$ cat src/rtl/adder16_arbiter.sv
// adder16_arbiter: shares one combinational 16-bit adder between two
// requesters. A three-state sequencer (IDLE -> EXEC -> RESP) accepts one
// operation at a time, captures the sum and status flags, and holds the
// response until the owning requester takes it. Arbitration is round-robin
// or fixed priority (requester 0 wins ties).

// Shared combinational adder: Z = X + Y with {S, ZR, CY, P, V} status.
module adder16 (
  input  logic [15:0] x,
  input  logic [15:0] y,
  output logic [15:0] z,
  output logic        s,
  output logic        zr,
  output logic        cy,
  output logic        p,
  output logic        v
);

  // Even parity: 1 when the word holds an even number of ones.
  function automatic logic even_parity(input logic [15:0] data);
    return ~(^data);
  endfunction

  logic [16:0] sum_s;
  logic        carry_in_msb_s;

  // Sum plus flags; overflow is carry into bit 15 differing from carry out.
  always_comb begin
    sum_s          = {1'b0, x} + {1'b0, y};
    z              = sum_s[15:0];
    cy             = sum_s[16];
    s              = sum_s[15];
    zr             = (sum_s[15:0] == 16'h0000);
    p              = even_parity(sum_s[15:0]);
    carry_in_msb_s = x[15] ^ y[15] ^ sum_s[15];
    v              = carry_in_msb_s ^ sum_s[16];
  end

endmodule

module adder16_arbiter #(
  parameter int          PRIO_FIXED = 0,
  parameter int unsigned CNT_W      = 16
) (
  input  logic             clk,
  input  logic             rst,
  input  logic             req0_valid,
  output logic             req0_ready,
  input  logic [15:0]      req0_x,
  input  logic [15:0]      req0_y,
  input  logic             req1_valid,
  output logic             req1_ready,
  input  logic [15:0]      req1_x,
  input  logic [15:0]      req1_y,
  output logic             rsp0_valid,
  input  logic             rsp0_ready,
  output logic             rsp1_valid,
  input  logic             rsp1_ready,
  output logic [15:0]      rsp_z,
  output logic [4:0]       rsp_flags,
  output logic             busy,
  output logic             grant_id,
  output logic [CNT_W-1:0] op_count
);

  typedef enum logic [1:0] {
    ST_IDLE = 2'd0,
    ST_EXEC = 2'd1,
    ST_RESP = 2'd2
  } state_t;

  state_t             state_r;
  state_t             next_state_s;

  logic [15:0]        op_x_r;
  logic [15:0]        op_y_r;
  logic [15:0]        rsp_z_r;
  logic [4:0]         rsp_flags_r;
  logic               grant_r;
  logic               rr_ptr_r;
  logic [CNT_W-1:0]   count_r;

  logic               any_valid_s;
  logic               winner_s;
  logic               accept_s;
  logic               done_s;
  logic               rsp_take_s;
  logic               req0_ready_s;
  logic               req1_ready_s;
  logic               rsp0_valid_s;
  logic               rsp1_valid_s;

  logic [15:0]        add_z_s;
  logic               add_s_s;
  logic               add_zr_s;
  logic               add_cy_s;
  logic               add_p_s;
  logic               add_v_s;

  // The adder only ever sees the latched operands, so its result is stable
  // throughout EXEC regardless of what the requesters do.
  adder16 u_adder (
    .x  (op_x_r),
    .y  (op_y_r),
    .z  (add_z_s),
    .s  (add_s_s),
    .zr (add_zr_s),
    .cy (add_cy_s),
    .p  (add_p_s),
    .v  (add_v_s)
  );

  // Pick the winner among valid requesters; ties go to the preferred one.
  always_comb begin
    any_valid_s = req0_valid | req1_valid;
    winner_s    = 1'b0;
    if (req0_valid && req1_valid) begin
      if (PRIO_FIXED != 0) begin
        winner_s = 1'b0;
      end else begin
        winner_s = rr_ptr_r;
      end
    end else if (req1_valid) begin
      winner_s = 1'b1;
    end else begin
      winner_s = 1'b0;
    end
  end

  // Next-state and handshake decode for the IDLE/EXEC/RESP sequencer.
  always_comb begin
    next_state_s = state_r;
    req0_ready_s = 1'b0;
    req1_ready_s = 1'b0;
    rsp0_valid_s = 1'b0;
    rsp1_valid_s = 1'b0;
    accept_s     = 1'b0;
    done_s       = 1'b0;
    rsp_take_s   = 1'b0;
    case (state_r)
      ST_IDLE: begin
        if (any_valid_s) begin
          if (winner_s) begin
            req1_ready_s = 1'b1;
          end else begin
            req0_ready_s = 1'b1;
          end
          accept_s     = 1'b1;
          next_state_s = ST_EXEC;
        end else begin
          next_state_s = ST_IDLE;
        end
      end
      ST_EXEC: begin
        next_state_s = ST_RESP;
      end
      ST_RESP: begin
        if (grant_r) begin
          rsp1_valid_s = 1'b1;
          rsp_take_s   = rsp1_ready;
        end else begin
          rsp0_valid_s = 1'b1;
          rsp_take_s   = rsp0_ready;
        end
        if (rsp_take_s) begin
          done_s       = 1'b1;
          next_state_s = ST_IDLE;
        end else begin
          next_state_s = ST_RESP;
        end
      end
      default: begin
        next_state_s = ST_IDLE;
      end
    endcase
  end

  // Sequencer state register.
  always_ff @(posedge clk or posedge rst) begin
    if (rst) begin
      state_r <= ST_IDLE;
    end else begin
      state_r <= next_state_s;
    end
  end

  // Operand latch and owner capture on the accepting handshake.
  always_ff @(posedge clk or posedge rst) begin
    if (rst) begin
      op_x_r  <= 16'h0000;
      op_y_r  <= 16'h0000;
      grant_r <= 1'b0;
    end else if (accept_s) begin
      if (winner_s) begin
        op_x_r <= req1_x;
        op_y_r <= req1_y;
      end else begin
        op_x_r <= req0_x;
        op_y_r <= req0_y;
      end
      grant_r <= winner_s;
    end
  end

  // Result capture in EXEC; the last result is held until the next EXEC.
  always_ff @(posedge clk or posedge rst) begin
    if (rst) begin
      rsp_z_r     <= 16'h0000;
      rsp_flags_r <= 5'b00000;
    end else if (state_r == ST_EXEC) begin
      rsp_z_r     <= add_z_s;
      rsp_flags_r <= {add_s_s, add_zr_s, add_cy_s, add_p_s, add_v_s};
    end
  end

  // Completion bookkeeping: wrapping op counter and round-robin pointer.
  always_ff @(posedge clk or posedge rst) begin
    if (rst) begin
      count_r  <= '0;
      rr_ptr_r <= 1'b0;
    end else if (done_s) begin
      count_r <= count_r + CNT_W'(1);
      if (PRIO_FIXED == 0) begin
        rr_ptr_r <= ~grant_r;
      end
    end
  end

  assign req0_ready = req0_ready_s;
  assign req1_ready = req1_ready_s;
  assign rsp0_valid = rsp0_valid_s;
  assign rsp1_valid = rsp1_valid_s;
  assign rsp_z      = rsp_z_r;
  assign rsp_flags  = rsp_flags_r;
  assign busy       = (state_r != ST_IDLE);
  assign grant_id   = grant_r;
  assign op_count   = count_r;

endmodule

$ cat config.mk
export PLATFORM = sky130hd
export DESIGN_NAME = adder16_arbiter
export DESIGN_NICKNAME = d
export VERILOG_FILES = /design/src/rtl/adder16_arbiter.sv
export SDC_FILE = /design/constraint.sdc
export NUM_CORES = 1
export LEC_CHECK = 0
export ABC_AREA = 1
export BUFFER_PORTS_ARGS = -buffer_cell sky130_fd_sc_hd__clkbuf_2
export CORE_MARGIN = 4
export CORE_UTILIZATION = 49
export DETAILED_ROUTE_END_ITERATION = 6
export PLACE_DENSITY = 0.76
export SKIP_LAST_GASP = 1
export SLEW_MARGIN = 15
export SYNTH_ARGS = -nofsm -noshare
export SYNTH_HDL_FRONTEND = slang
export SYNTH_SLANG_ARGS = --single-unit
$ cat constraint.sdc
create_clock -name clk -period 3.6 [get_ports clk]
set_input_delay 1.08 -clock clk [delete_from_list [all_inputs] [get_ports clk]]
set_output_delay 1.08 -clock clk [all_outputs]
set_load 0.02 [all_outputs]
# Word level (Yosys, flattened, before mapping)

Index checks and enable logic that the tools add are counted.

Bits in registers: 73
Bits of input ports: 70
Output and inout port bits: 43
Word-level logic and storage cells: 46

$add $sub $neg: 2
Equal/unequal tests: 2
Multiplexer cells: 23
Bitwise gates (word level): 6
Reductions and logical operators: 5

Operators with widths:

| operator                | number |
|---|---|
| $mux W16                | 2 |
| $mux W1                 | 19 |
| $add A16 B16 Y17        | 1 |
| $add A16 B1 Y16 const B | 1 |
| $logic_not A16 Y1       | 1 |
| $reduce_xor A16 Y1      | 1 |
| $pmux W2 S3             | 1 |
| $xor A1 B1 Y1           | 3 |
| $eq A2 B1 Y1 const B    | 1 |
| $eq A2 B2 Y1 const B    | 1 |
| $logic_not A2 Y1        | 1 |
| $mux W2                 | 1 |
| $not A1 Y1              | 2 |
| $reduce_bool A2 Y1      | 1 |
| $logic_and A1 B1 Y1     | 1 |
| $or A1 B1 Y1            | 1 |

# Depth between registers and ports, before layout

Gate-level depths: netlist of the first run.

Word-level depth: 5
Mapped depth: 17
Mapped depth without buffers: 17

# Cells and area by module

From an unflattened synthesis of the first run, not the netlist that was laid out.

Cells, all modules: 563
Area total of the unflattened synthesis: 4474.3 sq um

By module, submodules not included:

| module          | instances | cells each | area each (sq um) | sequential area each (sq um) |
|---|---|---|---|---|
| adder16_arbiter | 1         | 372        | 3334.4            | 1826.8 |
| adder16         | 1         | 191        | 1139.8            | 0.0 |

# Worst setup path after synthesis of the first run

No wires, ideal clock.

Kind: input to output
Start: input port req0_valid
End: output port req0_ready
Data arrival time: 1.852 ns
Required time: 2.520 ns
Path slack: 0.668 ns
Stages: 5
Buffers on the path: 1
Path through: nand2_1 -> nand2_1 -> inv_1 -> clkbuf_1 -> nor2_1

Longest elaborated chain between the ends: 5
Elaborated cells between the ends (all ways): 6
Those cells by class: mux: 4; bitwise: 1; reduce/logical: 1

RTL lines:

| item                | line | source |
|---|---|---|
| start, declared     | 47   | `input logic req0_valid,` |
| $logic_and A1 B1 Y1 | 117  | `if (req0_valid && req1_valid) begin` |
| $mux W1             | 117  |  |
| $mux W1             | 143  | `if (winner_s) begin` |
| $mux W1 *           | 142  | `if (any_valid_s) begin` |
| $mux W1 *           | 140  | `case (state_r)` |
| end, declared       | 48   | `output logic req0_ready,` |

Mark *: on every way between the ends. The rest lies on a longest branch, timed or not.

# Worst setup path in the final report of the first run

Start: register op_x_r[3]
End: register rsp_flags_r[1] (netlist: rsp_flags[1])

Longest elaborated chain between the ends: 3

RTL lines:

| item                   | line | source |
|---|---|---|
| start, declared        | 75   | `logic [15:0] op_x_r;` |
| start signal, assigned | 195  | `op_x_r <= req1_x;` |
| start signal, assigned | 198  | `op_x_r <= req0_x;` |
| $add A16 B16 Y17       | 29   | `sum_s = {1'b0, x} + {1'b0, y};` |
| $reduce_xor A16 Y1     | 21   | `return ~(^data);` |
| $not A1 Y1             | 21   |  |
| end signal, assigned   | 212  | `rsp_flags_r <= {add_s_s, add_zr_s, add_cy_s, add_p_s, add_v_s};` |
| end, declared          | 78   | `logic [4:0] rsp_flags_r;` |

Every way passes these cells.
A chain may end at the register's enable or synchronous reset.

==> impl_metrics.tcl, run 1 <==
set metrics [dict create \
    synth.area.top_cells "dfrtp_1, nand2_1, o21ai_0" \
    wl_per_cell_um 12.8 \
    port_buffers 112 \
    rows 33 \
    syn2layout_area_growth_pct 21.9 \
    io_pins 113 \
    fmax_mhz 331 \
    n_fill_cell 749 \
    synth-edff-count 0 \
    syn_nets 605 \
    peakVddDrop_mv 0.590 \
    grt_pass1_wl_mm 16.2 \
    yosysMostFrequentCell "nand2_1" \
    clock_latency_ns 0.35 \
    postCtsSetupBuffers 0 \
    maxCapViolCount 0 \
    layout.cells.non_filler 730 \
    leakagePower_nw 2.63 \
    grt_use_met1 0.285 \
    netlist_instances 510 \
    die_y_um 99.4 \
    gr-total-overflow 0 \
    min_path_type "register to register" \
    power_mw 5.93 \
    route.detailed.drc 0 \
    grt_max_degree 40 \
    end_kind "register" \
    antenna_cells 0 \
    arrival_ns 3.32 \
    rsz0062_at_grt "false" \
    drt_iter0_markers 143 \
    finClkSkew_ns 0.00952 \
    synth_commonest_cells "nand2_1, o21ai_0, dfrtp_1" \
    vias 3600 \
    setup.worst_path.class "register to register" \
    worstPathMaxFanout 5 \
    clk_path_buf_depth 2 \
    routed_wl_mm 9.34 \
    ys_seq_area_frac 0.441 \
    dpl_worst_slack_ns 0.614 \
    dr.pass1.iters 4 \
    relSlewSlack 0.413 \
    grt_usage 0.202 \
    power_density_nw_per_um2 1190 \
    met3_usage 0.0491 \
    viasPerCell 4.93 \
    synth.cell_area_um2 4090 \
    register_area_um2 1800 \
    h-tree-depth 3 \
    synth-seq-cells 72 \
    max_slew.worst_pin.slew_ns 0.880 \
    cts-resized-gates 0 \
    drive_gt1_frac 0.232 \
    cts_buffers 9 \
    final-setup-viol-count 0 \
    period_needed_ns 3.03 \
    critical_path_required_ns 3.89 \
    place.gp.congestion 0.900 \
    cts_root_buf "clkbuf_8" \
    ctsHoldBuffers 0 \
    async_flop_share 1.00 \
    fin_ws_ns 0.574 \
    outcome "complete, no violations" \
    drv_slew 0 \
    multi_input_area_um2 2070 \
    yosysTopAreaCell "dfrtp_1" \
    first_global_vias 3595 \
    synth_top_area_share 0.441 \
    critPathLaunchType "register" \
    die_width_um 99.4 \
    dp_hpwl_mm 7.46 \
    gr-max-usage-layer "met2" \
    syn_area_per_cell_um2 8.02 \
    yosysWarnings 0 \
    gr-usage-met2 0.309 \
    cts.clk_slew.worst_paths_ns 0.08 \
    die-area_um2 9870 \
    placed_cells_incl_taps 714 \
    core_area_um2 8180 \
    period_share 0.840 \
    synth_flop_cell "dfrtp_1" \
    ant_nets 0 \
    cts_tree "yes" \
    antenna_found_initial 0 \
    tns_ns 0 \
    fin_nets 715 \
    cts.sink_count 72 \
    start_util 0.500 \
    synth_cell_types 30 \
    hold_violations 0 \
]
## sequential cells by signal, indices dropped and copies added (netlist names)
signal / count
state_r: 2
op_x_r: 16
rr_ptr_r: 1
rsp_flags: 4
rsp_z: 16
op_count: 16
grant_id: 1
op_y_r: 16
## power by group
part,switching [mW],leakage [nW],internal (mW)
logic,2.34,1.62,1.51
clock network,0.325,0.110,0.397
registers,0.208,0.901,1.15
total,2.88,2.63,3.05
## placed cells by master (no fill, tap or decap), types with 3 or more instances in the layout
cell,count
inv_1,39
o21ai_0,87
nand3_1,18
clkbuf_2,112
a21oi_1,12
ha_1,24
nor2_1,54
xnor2_1,15
nand4_1,4
buf_4,3
clkbuf_8,9
xor2_1,18
dfrtp_1,72
nor3_1,3
nand2_1,126
## metal layers
layer  routed length [µm]  share of wire
met1                 4620           0.49
met2                 4120           0.44
met3                  516          0.055
met4                   87         0.0093
met5                    0              0
## kinds of logic (layout without fill, tap and decap cells)
kind of cell / count (synthesis) / in the layout / synth area share
buffers and inverters: 58 / 173 / 0.0548
DFF: 72 / 72 / 0.441
xor gates and xnor gates: 33 / 33 / 0.0707
adders and majority gates: 25 / 25 / 0.0783
and+or+nand+nor: 216 / 216 / 0.221
AOI/OAI and AO/OA: 106 / 106 / 0.135
## critical path: stages (launching register included)
cell     delay, ns
dfrtp_1       0.38
ha_1          0.37
nand2_1       0.09
nand2_1       0.07
nand2_1       0.06
nand3_1       0.13
a21oi_1       0.35
o21ai_0       0.16
xnor2_1       0.24
ha_1          0.29
xnor2_1       0.19
xnor2_1       0.15
xor2_1        0.21
inv_1         0.06
nand3_1       0.08
nand3_1       0.07
nand2_1       0.07
## per-stage QoR
stage               instance area (µm²)  hold WS (ns)  utilization
finish                             4990         0.487        0.610
global route                       4990         0.514        0.610
CTS                                4990         0.494        0.610
detailed placement                 4760         0.473        0.582
global placement                   4760         0.471        0.582
floorplan                          4090         0.457            -
## path summary, 6_finish.rpt
path,cells after the start,endpoint,slack [ns],from
max,16,rsp_flags[1],0.57,op_x_r[3]
max reg2reg,16,rsp_flags[1],0.57,op_x_r[3]
max in group asynchronous,3,op_y_r[7],2.12,rst
min,2,rsp_z[8],0.49,rsp_z[8]
min in group asynchronous,2,rsp_z[3],0.81,rst
min reg2reg,2,rsp_z[8],0.49,rsp_z[8]
## final cells by class
cell class                 instances  area share
multi-input combinational        380       0.415
sequential                        72       0.361
timing repair buffer             116       0.121
inverter                          41      0.0314
tap                              105      0.0263
clock buffer                       9      0.0248
clock inverter                     7      0.0206
(Power assumes the default switching activity.)
==> inputs of run 2 (changes only) <==
--- a/config.mk
+++ b/config.mk
@@ -5,7 +5,7 @@
 export SDC_FILE = /design/constraint.sdc
 export NUM_CORES = 1
 export LEC_CHECK = 0
-export ABC_AREA = 1
+export ABC_AREA = 0
 export BUFFER_PORTS_ARGS = -buffer_cell sky130_fd_sc_hd__clkbuf_2
 export CORE_MARGIN = 4
 export CORE_UTILIZATION = 49
==> constraint.sdc (replaced) <==
create_clock -name clk -period 2.8 [get_ports clk]
set_input_delay 0.84 -clock clk [delete_from_list [all_inputs] [get_ports clk]]
set_output_delay 0.84 -clock clk [all_outputs]
set_load 0.02 [all_outputs]
==> impl_metrics.tcl, run 2 <==
set metrics [dict create \
    fmax_mhz 320 \
    final-setup-viol-count 1 \
    yosysTopAreaCell "dfrtp_1" \
    clock_latency_ns 0.35 \
    end_kind "register" \
    core_area_um2 7810 \
    syn_area_per_cell_um2 9.70 \
    outcome "finished with violations" \
    grt_max_degree 67 \
    max_stage_delay_ns 0.41 \
    tns_ns -0.323 \
    drive_gt1_frac 0.361 \
    ant_nets 0 \
    crit_path_frequent_cell "xnor2_1" \
    arrival_ns 3.38 \
    violations "negative setup slack" \
    cts_buffers 9 \
    routed_wl_mm 9.32 \
    place.gp.congestion 0.857 \
    drv_slew 0 \
    rsz0062_at_grt "true" \
    netlist_instances 409 \
    syn_nets 504 \
    worstPathMaxFanout 2 \
    fin_nets 653 \
    cts.clk_slew.worst_paths_ns 0.09 \
    min_path_type "primary input to async pin" \
    synth_flop_cell "dfrtp_1" \
    cts_tree "yes" \
    rows 32 \
    most-common-layout-cells "clkbuf_2, dfrtp_1, nor2_1" \
    r2r_start "op_y_r[0]" \
    max_slew.worst_pin.slew_ns 0.633 \
    synth_cell_types 41 \
    syn2layout_area_growth_pct 32.5 \
    synth-edff-count 0 \
    vias 3408 \
    synth_commonest_cells "dfrtp_1, nor2_1, a21oi_1" \
    antenna_found_initial 0 \
    critical_path_required_ns 3.06 \
    synth_top_area_share 0.454 \
    async_flop_share 1.00 \
    die_y_um 98.0 \
    viasPerCell 5.12 \
    relSlewSlack 0.578 \
    grt_pass1_wl_mm 15.2 \
    die_width_um 98.0 \
    port_buffers 112 \
    synth.area.top_cells "dfrtp_1, mux2i_1, ha_1" \
    start_util 0.508 \
    clk_path_buf_depth 2 \
    setup.worst_path.class "register to register" \
    route.detailed.drc 0 \
    first_global_vias 3330 \
    cts_root_buf "clkbuf_8" \
    period_needed_ns 3.12 \
    fin_ws_ns -0.323 \
    dr.pass1.iters 4 \
    synth-seq-cells 72 \
    antenna_cells 0 \
    final_common_cell "clkbuf_2" \
    yosysWarnings 0 \
    finClkSkew_ns 0.0127 \
    period_share 1.12 \
    drt_iter0_markers 97 \
    ctsHoldBuffers 0 \
    hold_violations 0 \
    synth.cell_area_um2 3970 \
    cts.sink_count 72 \
    h-tree-depth 3 \
    ys_seq_area_frac 0.454 \
    cp_slowest_cell "dfrtp_1" \
    gr-total-overflow 0 \
    yosysMostFrequentCell "dfrtp_1" \
    maxCapViolCount 0 \
    critPathLaunchType "register" \
    crit_path_start "op_y_r[0]" \
    die-area_um2 9600 \
    io_pins 113 \
    grt_usage 0.193 \
    dp_hpwl_mm 6.96 \
    path_cells "ha_2 > buf_4 > a211oi_4 > o21ai_2 > a31o_2 > a21oi_2 > o21ai_0 > xnor2_1 > ha_1 > xnor2_2 > xnor2_1 > xnor2_1 > xnor3_1 > o21ai_1" \
    wl_per_cell_um 14.0 \
]
run 2: cell types whose count changed after synthesis, sizes merged, moves of 5 or more:
cell / delta
inv: -30
buf: +5
mux2i: +32
xnor2: +5
nand3: -11
o21ai: -57
nand2: -95
xor2: -7
a21oi: +30
run 2: final timing paths:
path	slack [ns]	cells past startpoint	to
worst min-delay path	0.41	2	op_count[12]
worst max-delay path	-0.32	14	rsp_flags[1]
max in group asynchronous	1.67	3	op_x_r[7]
worst max register to register	-0.32	14	rsp_flags[1]
worst min register to register	0.48	2	rsp_z[14]
min in group clk	0.48	2	rsp_z[14]
run 2: layer usage:
metal  vias to the layer above  track usage  wire (µm)
met1                      1570        0.254       4200
met5                         -            0          0
met4                         0       0.0767        238
li1                       1714            -          -
met2                       101        0.315       4370
met3                        23       0.0379        508
run 2: logic make-up after synthesis:
kind of cell / count (synthesis) / share of synthesized area
simple gates: 118 / 0.131
compound gates: 98 / 0.144
flops: 72 / 0.454
mux: 34 / 0.0864
xor+xnor: 32 / 0.0741
buf+inv: 30 / 0.0293
fa+ha+maj: 25 / 0.0808
run 2: timing repair:
item | CTS | global route
pin swaps | 14 | 15
cloned | 0 | 0
setup endpoints to repair | 1 | 3
resized for setup | 12 | 12
setup buffers | 4 | 3
run 2: per-stage QoR:
stage	setup WS, ns	cells	hold slack, ns	utilization	area [µm²]
floorplan	-0.185	409	0.499	-	3980
global placement	-0.265	642	0.461	0.627	4890
detailed placement	-0.442	642	0.470	0.627	4890
CTS	-0.247	662	0.419	0.663	5170
global route	-0.492	665	0.442	0.673	5260
finish	-0.323	665	0.414	0.673	5260
run 2: critical path, delay by kind of cell, from the launching register on:
family                   cells  cell delay [ns]
AO/OA/AOI/OAI                6             1.03
XOR/XNOR                     5             0.94
adder cells (fa/ha/maj)      2             0.51
flip-flops                   1             0.41
buffers and inverters        1             0.15
run 2: final cells by class:
type                    instances  area, µm²
fillers                       626       2550
flip-flops and latches         72       1800
clock inverters                 7       80.1
clock buffers                   9        124
well taps                     102        128
repair buffers                157        902
inverters                      11       41.3
multi-input cells             307       2180
Power of run 2 is left out: the tool's default activity adds up to more than one toggle a clock period on the data nets, which glitch-free logic cannot reach.
